<file path="config.mk">
export PLATFORM = sky130hd
export DESIGN_NAME = disp_load_seq
export DESIGN_NICKNAME = d
export VERILOG_FILES = /design/src/rtl/disp_load_seq.sv
export SDC_FILE = /design/constraint.sdc
export NUM_CORES = 1
export LEC_CHECK = 0
export ABC_CLOCK_PERIOD_IN_PS = 2500
export BUFFER_PORTS_ARGS = -buffer_cell sky130_fd_sc_hd__buf_2
export CELL_PAD_IN_SITES_DETAIL_PLACEMENT = 1
export CELL_PAD_IN_SITES_GLOBAL_PLACEMENT = 1
export CORE_MARGIN = 2
export CORE_UTILIZATION = 46
export CTS_CLUSTER_DIAMETER = 40
export DETAILED_ROUTE_END_ITERATION = 6
export HOLD_SLACK_MARGIN = 0.05
export PLACE_DENSITY = 0.84
export SYNTH_ARGS = -nofsm -noshare
export SYNTH_HDL_FRONTEND = slang
export SYNTH_SLANG_ARGS = --single-unit
</file>
<file path="constraint.sdc">
create_clock -name clk -period 2.5 [get_ports clk]
set_input_delay 0.125 -clock clk [delete_from_list [all_inputs] [get_ports clk]]
set_output_delay 0.125 -clock clk [all_outputs]
set_load 0.02 [all_outputs]
</file>
<file path="src/rtl/disp_load_seq.sv">
`default_nettype none
// ============================================================================
//  Module      : disp_load_seq
//  Description : Load sequencer for a 4-digit multiplexed 7-segment display.
//                Accepts a value via start/busy/done, optionally converts it
//                to 4 BCD digits (sequential shift-add-3), then issues two
//                single-cycle byte loads: low byte on load0, high on load1.
//  Ports       : clk, rst      - clock (also display load clock), async reset
//                start         - request, sampled only in IDLE
//                hex_mode      - 1 = hex nibbles, 0 = decimal BCD
//                value         - number to display
//                busy          - high in CONV, LOAD0, LOAD1
//                done          - one-cycle completion pulse
//                ovf           - last decimal request saturated
//                data          - byte presented to the display
//                load0, load1  - one-cycle load strobes (low / high byte)
//  Revision    : 1.0 - initial release
// ============================================================================
module disp_load_seq #(
    parameter int VAL_W   = 16,
    parameter int SAT_VAL = 9999
) (
    input  logic             clk,
    input  logic             rst,
    input  logic             start,
    input  logic             hex_mode,
    input  logic [VAL_W-1:0] value,
    output logic             busy,
    output logic             done,
    output logic             ovf,
    output logic [7:0]       data,
    output logic             load0,
    output logic             load1
);

    localparam int                 CNT_W   = $clog2(VAL_W + 1);
    localparam logic [CNT_W-1:0]   LAST_IT = CNT_W'(VAL_W - 1);
    localparam logic [VAL_W-1:0]   SAT     = VAL_W'(SAT_VAL);

    typedef enum logic [2:0] {
        S_IDLE  = 3'd0,
        S_CONV  = 3'd1,
        S_LOAD0 = 3'd2,
        S_LOAD1 = 3'd3,
        S_DONE  = 3'd4
    } state_t;

    state_t             r_state;
    state_t             w_next;
    logic [VAL_W-1:0]   r_op;
    logic [15:0]        r_bcd;
    logic [15:0]        r_digits;
    logic [CNT_W-1:0]   r_cnt;
    logic               r_ovf;
    logic [7:0]         r_data;

    logic               w_accept;
    logic               w_last;
    logic               w_sat;
    logic [15:0]        w_val_ext;
    logic [15:0]        w_adj;
    logic [15:0]        w_shift;

    assign w_accept = (r_state == S_IDLE) && start;
    assign w_last   = (r_cnt == LAST_IT);
    assign w_sat    = (value > SAT);

    // Zero-extend the input to four hex digits for any legal VAL_W.
    always_comb begin
        w_val_ext             = '0;
        w_val_ext[VAL_W-1:0]  = value;
    end

    // Shift-add-3 step: correct every nibble >= 5, then shift in the
    // operand MSB. The thousands nibble never carries out since the
    // operand is saturated to at most 9999.
    always_comb begin
        w_adj = r_bcd;
        for (int i = 0; i < 4; i++) begin
            if (r_bcd[4*i +: 4] >= 4'd5) begin
                w_adj[4*i +: 4] = r_bcd[4*i +: 4] + 4'd3;
            end
        end
        w_shift = {w_adj[14:0], r_op[VAL_W-1]};
    end

    // ------------------------------------------------------------------
    // State register
    // ------------------------------------------------------------------
    always_ff @(posedge clk or posedge rst) begin
        if (rst) begin
            r_state <= S_IDLE;
        end else begin
            r_state <= w_next;
        end
    end

    // ------------------------------------------------------------------
    // Next-state logic
    // ------------------------------------------------------------------
    always_comb begin
        w_next = r_state;
        case (r_state)
            S_IDLE: begin
                if (start) begin
                    w_next = hex_mode ? S_LOAD0 : S_CONV;
                end
            end
            S_CONV: begin
                if (w_last) begin
                    w_next = S_LOAD0;
                end
            end
            S_LOAD0: w_next = S_LOAD1;
            S_LOAD1: w_next = S_DONE;
            S_DONE:  w_next = S_IDLE;
            default: w_next = S_IDLE;
        endcase
    end

    // ------------------------------------------------------------------
    // Datapath registers
    // ------------------------------------------------------------------
    always_ff @(posedge clk or posedge rst) begin
        if (rst) begin
            r_op     <= '0;
            r_bcd    <= '0;
            r_digits <= '0;
            r_cnt    <= '0;
            r_ovf    <= 1'b0;
            r_data   <= '0;
        end else begin
            if (w_accept) begin
                if (hex_mode) begin
                    r_digits <= w_val_ext;
                    r_ovf    <= 1'b0;
                end else begin
                    r_op     <= w_sat ? SAT : value;
                    r_ovf    <= w_sat;
                    r_bcd    <= '0;
                    r_cnt    <= '0;
                end
            end
            if (r_state == S_CONV) begin
                r_bcd <= w_shift;
                r_op  <= r_op << 1;
                r_cnt <= r_cnt + 1'b1;
                if (w_last) begin
                    r_digits <= w_shift;
                end
            end
            // Remember the last byte driven so data holds between loads.
            if (r_state == S_LOAD0) begin
                r_data <= r_digits[7:0];
            end
            if (r_state == S_LOAD1) begin
                r_data <= r_digits[15:8];
            end
        end
    end

    // ------------------------------------------------------------------
    // Outputs: decoded from the state register and datapath registers
    // only, so reset clears them immediately and no input reaches them.
    // ------------------------------------------------------------------
    assign busy  = (r_state == S_CONV) || (r_state == S_LOAD0) || (r_state == S_LOAD1);
    assign done  = (r_state == S_DONE);
    assign load0 = (r_state == S_LOAD0);
    assign load1 = (r_state == S_LOAD1);
    assign ovf   = r_ovf;

    always_comb begin
        data = r_data;
        if (r_state == S_LOAD0) begin
            data = r_digits[7:0];
        end else if (r_state == S_LOAD1) begin
            data = r_digits[15:8];
        end
    end

endmodule
`default_nettype wire

</file>
==> implementation parameters, run 1 <==
Parameter                              Value

Routing
  Met3 Wirelength ... 358 um
  Top layer in use ... met4
  Detailed-route wire length per cell ... 19.4 um
  Remaining antenna violation count ... 0
  Met2 routed WL ... 4780 um
  Metal1 wirelength ... 4050 um
  Vias per cell ... 5.68
  DRT iter0 DRCs ... 119
  Total iterations of the first detailed-routing run ... 4
  Detailed-route DRC error count ... 0
  Vias after detailed routing ... 2749
  Routed wire length ... 9380 um

Power and ir drop
  Power dissipated by switching net loads ... 0.00229 W
  Comb pwr share ... 0.450
  Reported leakage power ... 1.84 nW
  Internal power consumption ... 0.00318 W
  Max rail drop VDD ... 0.638 mV
  Portion of total power attributed to the clock network ... 0.201
  Ratio of total power to cell area ... 1390 nW/um^2
  Portion of total power attributed to sequential cells ... 0.348
  Switching Share ... 0.419

Finish
  # fillers ... 822
  Sequential standard cell area ... 1630 um^2
  # nets final ... 410
  Design Area, Final ... 3940 um^2
  Area Overhead vs Synth ... 16.2%
  Antenna cells ... 0
  Fraction of layout instances using a drive strength above 1 ... 0.203
  Area of combinational cells with multiple inputs ... 1590 um^2

Die
  Die area ... 8070 um^2
  Starting density of the core ... 0.472
  Die Span Y ... 89.8 um
  Chip width ... 89.8 um
  Rows ... 31
  I/O Pins ... 33
  Placeable core area ... 7180 um^2

Synth
  Most frequent cells after synthesis ... sky130_fd_sc_hd__dfrtp_1 (65), sky130_fd_sc_hd__nand2_1 (49), sky130_fd_sc_hd__o21ai_0 (33), sky130_fd_sc_hd__nand3_1 (24), sky130_fd_sc_hd__mux2i_1 (16)
  Post-Syn Area per Cell ... 9.91 um^2
  Number of different library cells in the post-synthesis netlist ... 46
  Share of synthesized flip-flops with an asynchronous set or reset ... 1.00
  Most frequent cell after synthesis ... sky130_fd_sc_hd__dfrtp_1
  Syn Nets ... 372
  Cell type with the highest aggregate area in the netlist ... sky130_fd_sc_hd__dfrtp_1
  Number of register bits inferred by synthesis ... 65
  Flip-flop cell with the highest count after synthesis ... sky130_fd_sc_hd__dfrtp_1
  Synth Warn # ... 0
  Top-area cell type share of the netlist area ... 0.480
  Post-synthesis cell count ... 342
  Combined area of all synthesized cells ... 3390 um^2
  Synth top area cells ... sky130_fd_sc_hd__dfrtp_1 (48%), sky130_fd_sc_hd__nand2_1 (5.4%), sky130_fd_sc_hd__o21ai_0 (4.9%)
  EDFF count, synth ... 0
  Sequential area share after synthesis ... 0.480

Hold path
  Worst hold path type ... primary input to flip-flop

Clocking
  H-Tree Level Count ... 3
  Number of clock sinks ... 65
  Register clock-pin slew on the reported worst setup and hold paths ... 0.07 ns
  Clock Root Buffer ... sky130_fd_sc_hd__clkbuf_8
  Clock tree from TritonCTS ... done
  Clock buffer count from CTS ... 9
  Number of buffers inserted by post-CTS setup repair ... 0
  Insertion delay of the later-clocked pin in the worst-skew pair ... 0.34 ns
  Buffers from clock root to sink, at most ... 2

STA
  Part of the cycle the worst path needs ... 0.850
  Maximum clock frequency ... 471 MHz
  Setup tns final ... 0 ns
  Final Hold Viols ... 0
  Unrepaired setup endpoints after global routing ... false
  Max-slew violation count ... 0
  Transition time at the pin with the least slew margin ... 0.708 ns
  Final-layout worst hold slack ... 0.0605 ns
  Slew HR ... 0.528
  Setup-failing EPs final ... 0
  Worst clock skew ... 0.0105 ns
  Period minus WS final ... 2.12 ns

Global route
  Antenna violations before repair ... 0
  Wire length of the first global-routing pass ... 15600 um
  Remaining global-route overflow ... 0
  Vias in the first global route ... 3002
  Combined global-route utilization of all metal layers ... 0.247
  Pin count of the biggest net entering global routing ... 38

Worst setup path
  Arrival time of the worst setup path ... 2.00 ns
  Crit end category ... primary output
  Kind of start point of the critical path ... flip-flop
  Critical path fanouts, max ... 25
  Worst setup path category ... flip-flop to primary output
  Required @ worst endpoint ... 2.38 ns

Flow run
  Max-cap violations ... 0

Place
  Number of port buffers ... 32
  HPWL after DPL ... 6370 um
  Placement Cell Area ... 3630 um^2
  Final weighted congestion in routability-driven placement ... 0.774

Status
  Run status ... completed
path summary, 6_finish.rpt:
kind,start,slack [ns],endpoint,cells past startpoint
max,r_state[2],0.38,data[5],4
min,value[4],0.06,r_op[4],2
max reg2reg,r_cnt[0],0.39,r_digits[10],7
min reg2reg,r_data[2],0.48,r_data[2],2
max in group asynchronous,rst,1.45,r_digits[1],4
min in group asynchronous,rst,0.42,r_op[2],3
stage by stage:
stage / setup slack (ns) / instances / util / power (W)
after floorplan: 0.722 / 342 / - / 0.00363
after global placement: 0.606 / 462 / 0.507 / 0.00416
after detailed placement: 0.467 / 462 / 0.507 / 0.00431
after CTS: 0.358 / 484 / 0.549 / 0.00550
after global routing: 0.192 / 484 / 0.549 / 0.00586
final: 0.375 / 484 / 0.549 / 0.00547
logic make-up after synthesis:
group                    share of synthesized area
AO/OA/AOI/OAI                                0.183
XOR/XNOR                                    0.0155
adder cells (fa/ha/maj)                     0.0369
buffers and inverters                       0.0506
flip-flops                                   0.480
multiplexers                                0.0605
AND/OR/NAND/NOR                              0.174
power groups by stage:
stage | registers [W] | logic (W) | clock network [W]
3_3_place_gp | 0.00187 | 0.00229 | 0
5_1_grt | 0.00196 | 0.00273 | 0.00117
3_5_place_dp | 0.00190 | 0.00241 | 0
4_1_cts | 0.00190 | 0.00248 | 0.00112
6_report | 0.00191 | 0.00247 | 0.00110
2_1_floorplan | 0.00175 | 0.00187 | 0
layout make-up:
cell class,instances,area share
clock buffer,11,0.0359
clock inverter,5,0.0260
inverter,12,0.0114
multi-input combinational,244,0.404
sequential,65,0.413
tap,99,0.0314
timing repair buffer,48,0.0781
placed cells by master (no fill, tap or decap), types with 2 or more instances in the layout:
master / instances
sky130_fd_sc_hd__a21o_1: 5
sky130_fd_sc_hd__a21oi_1: 14
sky130_fd_sc_hd__a22o_1: 4
sky130_fd_sc_hd__a2bb2oi_1: 6
sky130_fd_sc_hd__a31oi_1: 4
sky130_fd_sc_hd__a32oi_1: 2
sky130_fd_sc_hd__and2_1: 2
sky130_fd_sc_hd__buf_2: 32
sky130_fd_sc_hd__buf_4: 9
sky130_fd_sc_hd__bufinv_16: 3
sky130_fd_sc_hd__clkbuf_8: 10
sky130_fd_sc_hd__dfrtp_1: 65
sky130_fd_sc_hd__dlygate4sd3_1: 6
sky130_fd_sc_hd__ha_1: 10
sky130_fd_sc_hd__inv_1: 11
sky130_fd_sc_hd__mux2_2: 4
sky130_fd_sc_hd__mux2i_1: 16
sky130_fd_sc_hd__nand2_1: 49
sky130_fd_sc_hd__nand2b_1: 6
sky130_fd_sc_hd__nand3_1: 24
sky130_fd_sc_hd__nor2_1: 13
sky130_fd_sc_hd__nor3b_1: 7
sky130_fd_sc_hd__o211ai_1: 3
sky130_fd_sc_hd__o211ai_2: 10
sky130_fd_sc_hd__o21a_1: 2
sky130_fd_sc_hd__o21ai_0: 33
sky130_fd_sc_hd__o21ai_1: 2
sky130_fd_sc_hd__o22ai_1: 6
sky130_fd_sc_hd__xnor2_1: 4
sky130_fd_sc_hd__xor2_1: 2
worst max-delay path, stage by stage (launching register included):
cell and delay (ns):
sky130_fd_sc_hd__dfrtp_1 0.56, sky130_fd_sc_hd__nand2b_1 0.62, sky130_fd_sc_hd__nand2_1 0.14, sky130_fd_sc_hd__o21ai_0 0.12, sky130_fd_sc_hd__buf_2 0.21
flip-flops by register name, indices dropped and copies added (netlist names):
register  count
r_digits     16
r_state       3
r_bcd        16
r_op         16
r_cnt         5
r_data        8
ovf           1
repair_timing:
| item | 4_1_cts | 5_1_grt |
|---|---|---|
| hold buffers | 6 | 0 |
| hold endpoints to repair | 33 | 0 |
| gates resized for setup | 0 | 0 |
layer usage:
layer | up-vias | track usage
met3 | 15 | 0.0587
li1 | 1291 | -
met5 | - | 0
met4 | 0 | 0.0718
met2 | 68 | 0.431
met1 | 1375 | 0.307
Note: power is estimated with default switching activity, not from simulation.
==> inputs of run 2 (changes only) <==
--- a/config.mk
+++ b/config.mk
@@ -5,7 +5,7 @@
 export SDC_FILE = /design/constraint.sdc
 export NUM_CORES = 1
 export LEC_CHECK = 0
-export ABC_CLOCK_PERIOD_IN_PS = 2500
+export ABC_CLOCK_PERIOD_IN_PS = 2200
 export BUFFER_PORTS_ARGS = -buffer_cell sky130_fd_sc_hd__buf_2
 export CELL_PAD_IN_SITES_DETAIL_PLACEMENT = 1
 export CELL_PAD_IN_SITES_GLOBAL_PLACEMENT = 1
==> constraint.sdc (replaced) <==
create_clock -name clk -period 2.2 [get_ports clk]
set_input_delay 0.11 -clock clk [delete_from_list [all_inputs] [get_ports clk]]
set_output_delay 0.11 -clock clk [all_outputs]
set_load 0.02 [all_outputs]
==> implementation parameters, run 2 (synthesis gave the netlist of run 1 again) <==
Parameter                              Value

Finish
  Most used cells in the layout excluding fill and tap cells ... sky130_fd_sc_hd__dfrtp_1 (65), sky130_fd_sc_hd__nand2_1 (49), sky130_fd_sc_hd__o21ai_0 (33)
  Registers with the highest flip-flop counts ... r_bcd x16, r_digits x16, r_op x16
  Leading cell type in the layout, fill and taps excluded ... sky130_fd_sc_hd__dfrtp_1
  Antenna cells ... 0
  Area Overhead vs Synth ... 16.2%
  Area of combinational cells with multiple inputs ... 1590 um^2
  Final std cells w/o fill ... 487
  Sequential standard cell area ... 1630 um^2
  # fillers ... 828
  Fraction of layout instances using a drive strength above 1 ... 0.204
  # nets final ... 414

Worst setup path
  Largest stage delay, worst path ... 0.41 ns
  Buffer and inverter count on the worst path ... 1
  Worst setup path category ... flip-flop to flip-flop
  Reg-to-Reg Start ... r_cnt[0]
  Critical path fanouts, max ... 16
  Crit-path most repeated cell ... sky130_fd_sc_hd__ha_1
  Kind of start point of the critical path ... flip-flop
  Reg2reg path depth ... 7
  Required @ worst endpoint ... 2.46 ns
  Slowest-stage cell, CP ... sky130_fd_sc_hd__dfrtp_1
  Arrival time of the worst setup path ... 2.17 ns
  Setup slack of the worst register-to-register path ... 0.28 ns
  Cell family with most CP delay ... simple AND/OR/NAND/NOR gates
  Endpoint of the worst-slack reg-to-reg timing path ... r_digits[0]
  Critical Path, Cell by Cell ... ha_1 > and3_1 > ha_1 > nand4bb_1 > buf_4 > nor2_1 > a31oi_1
  Crit end category ... flip-flop

STA
  Max-slew violation count ... 0
  Setup-failing EPs final ... 0
  Period minus WS final ... 1.92 ns
  Final Hold Viols ... 0
  Part of the cycle the worst path needs ... 0.872
  Maximum clock frequency ... 521 MHz
  Unrepaired setup endpoints after global routing ... false
  Worst clock skew ... 0.00981 ns
  Setup tns final ... 0 ns
  Transition time at the pin with the least slew margin ... 0.970 ns
  Slew HR ... 0.349

Flow run
  Max-cap violations ... 0

Routing
  DRT iter0 DRCs ... 186
  Vias after detailed routing ... 2765
  Vias per cell ... 5.68
  Remaining antenna violation count ... 0
  Detailed-route DRC error count ... 0
  Detailed-route wire length per cell ... 19.1 um
  Total iterations of the first detailed-routing run ... 4
  Routed wire length ... 9310 um

Place
  Placed cell count ... 462
  HPWL after DPL ... 6610 um
  Final weighted congestion in routability-driven placement ... 0.833
  Number of port buffers ... 32

Die
  Rows ... 31
  Starting density of the core ... 0.472
  Placeable core area ... 7180 um^2
  Die Span Y ... 89.8 um
  Chip width ... 89.8 um
  Die area ... 8070 um^2
  I/O Pins ... 33

Hold path
  Worst Hold Path EP ... r_op[4]
  Beginning of the worst hold path ... value[4]
  Worst hold path type ... primary input to flip-flop
  Number of instances on the worst hold path ... 2

Clocking
  Clock Root Buffer ... sky130_fd_sc_hd__clkbuf_8
  Buffers from clock root to sink, at most ... 2
  Clock tree from TritonCTS ... done
  Register clock-pin slew on the reported worst setup and hold paths ... 0.07 ns
  Insertion delay of the later-clocked pin in the worst-skew pair ... 0.35 ns
  Number of clock sinks ... 65
  H-Tree Level Count ... 3
  Clock buffer count from CTS ... 9

Power and ir drop
  Max rail drop VDD ... 0.553 mV
  Reported leakage power ... 1.84 nW
  Portion of total power attributed to the clock network ... 0.183
  Internal power consumption ... 0.00345 W
  Power dissipated by switching net loads ... 0.00258 W
  Portion of total power attributed to sequential cells ... 0.359
  Ratio of total power to cell area ... 1530 nW/um^2
  Switching Share ... 0.428
  Comb pwr share ... 0.458

Global route
  Pin count of the biggest net entering global routing ... 35
  Remaining global-route overflow ... 0
  Wire length of the first global-routing pass ... 15800 um
  Antenna violations before repair ... 0
  Vias in the first global route ... 2997
  Combined global-route utilization of all metal layers ... 0.251

Status
  Run status ... completed
-- run 2: power by group through the flow --
stage	registers (W)	logic [W]	clock network (W)
final	0.00217	0.00277	0.00110
after global routing	0.00222	0.00310	0.00118
after CTS	0.00216	0.00280	0.00112
after detailed placement	0.00217	0.00274	0
after global placement	0.00213	0.00259	0
after floorplan	0.00199	0.00213	0
-- run 2: worst reg2reg max path: cells and delay by family, from the launching register on --
kind | cells | cell delay (ns)
AO/OA/AOI/OAI | 1 | 0.16
adder cells (fa/ha/maj) | 2 | 0.44
buffers and inverters | 1 | 0.29
flip-flops | 1 | 0.41
AND/OR/NAND/NOR | 3 | 0.51
-- run 2: worst max-delay path by stage --
stage | start | endpoint | slack [ns] | cells after the start
floorplan | r_cnt[0] | r_digits[0] | 0.42 | 6
global placement | r_state[2] | r_digits[11] | 0.41 | 4
detailed placement | r_cnt[0] | r_digits[1] | 0.34 | 7
CTS | r_state[2] | data[7] | 0.02 | 4
global route | r_state[2] | data[0] | 0.12 | 4
finish | r_cnt[0] | r_digits[0] | 0.28 | 7
-- run 2: timing repair --
item / in CTS / in global routing
hold buffers: 10 / 0
resized for setup: 0 / 1
buffers inserted: 0 / 0
hold endpoints to repair: 35 / 0
setup endpoints to repair: 0 / 9
-- run 2: per-stage QoR --
| stage | setup WS (ns) | cell area [um^2] | util | total power [W] | hold slack [ns] |
|---|---|---|---|---|---|
| finish | 0.282 | 3940 | 0.549 | 0.00604 | 0.0610 |
| global route | 0.116 | 3940 | 0.549 | 0.00651 | 0.0629 |
| CTS | 0.0154 | 3940 | 0.549 | 0.00608 | 0.0520 |
| detailed placement | 0.341 | 3620 | 0.505 | 0.00491 | 0.212 |
| global placement | 0.413 | 3620 | 0.505 | 0.00471 | 0.216 |
| floorplan | 0.422 | 3390 | - | 0.00412 | 0.226 |
-- run 2: metal layers --
layer | vias to the layer above | share of wire | track usage
li1 | 1293 | - | -
met2 | 48 | 0.50 | 0.423
met5 | - | 0 | 0
met3 | 16 | 0.029 | 0.0486
met1 | 1408 | 0.46 | 0.329
met4 | 0 | 0.015 | 0.0769
-- run 2: layout make-up --
class,instances,share of cell area
Sequential cell,65,0.413
Multi-Input combinational cell,244,0.405
Timing Repair Buffer,52,0.0851
Clock buffer,13,0.0454
Tap cell,99,0.0314
Inverter,12,0.0114
Clock inverter,2,0.00889
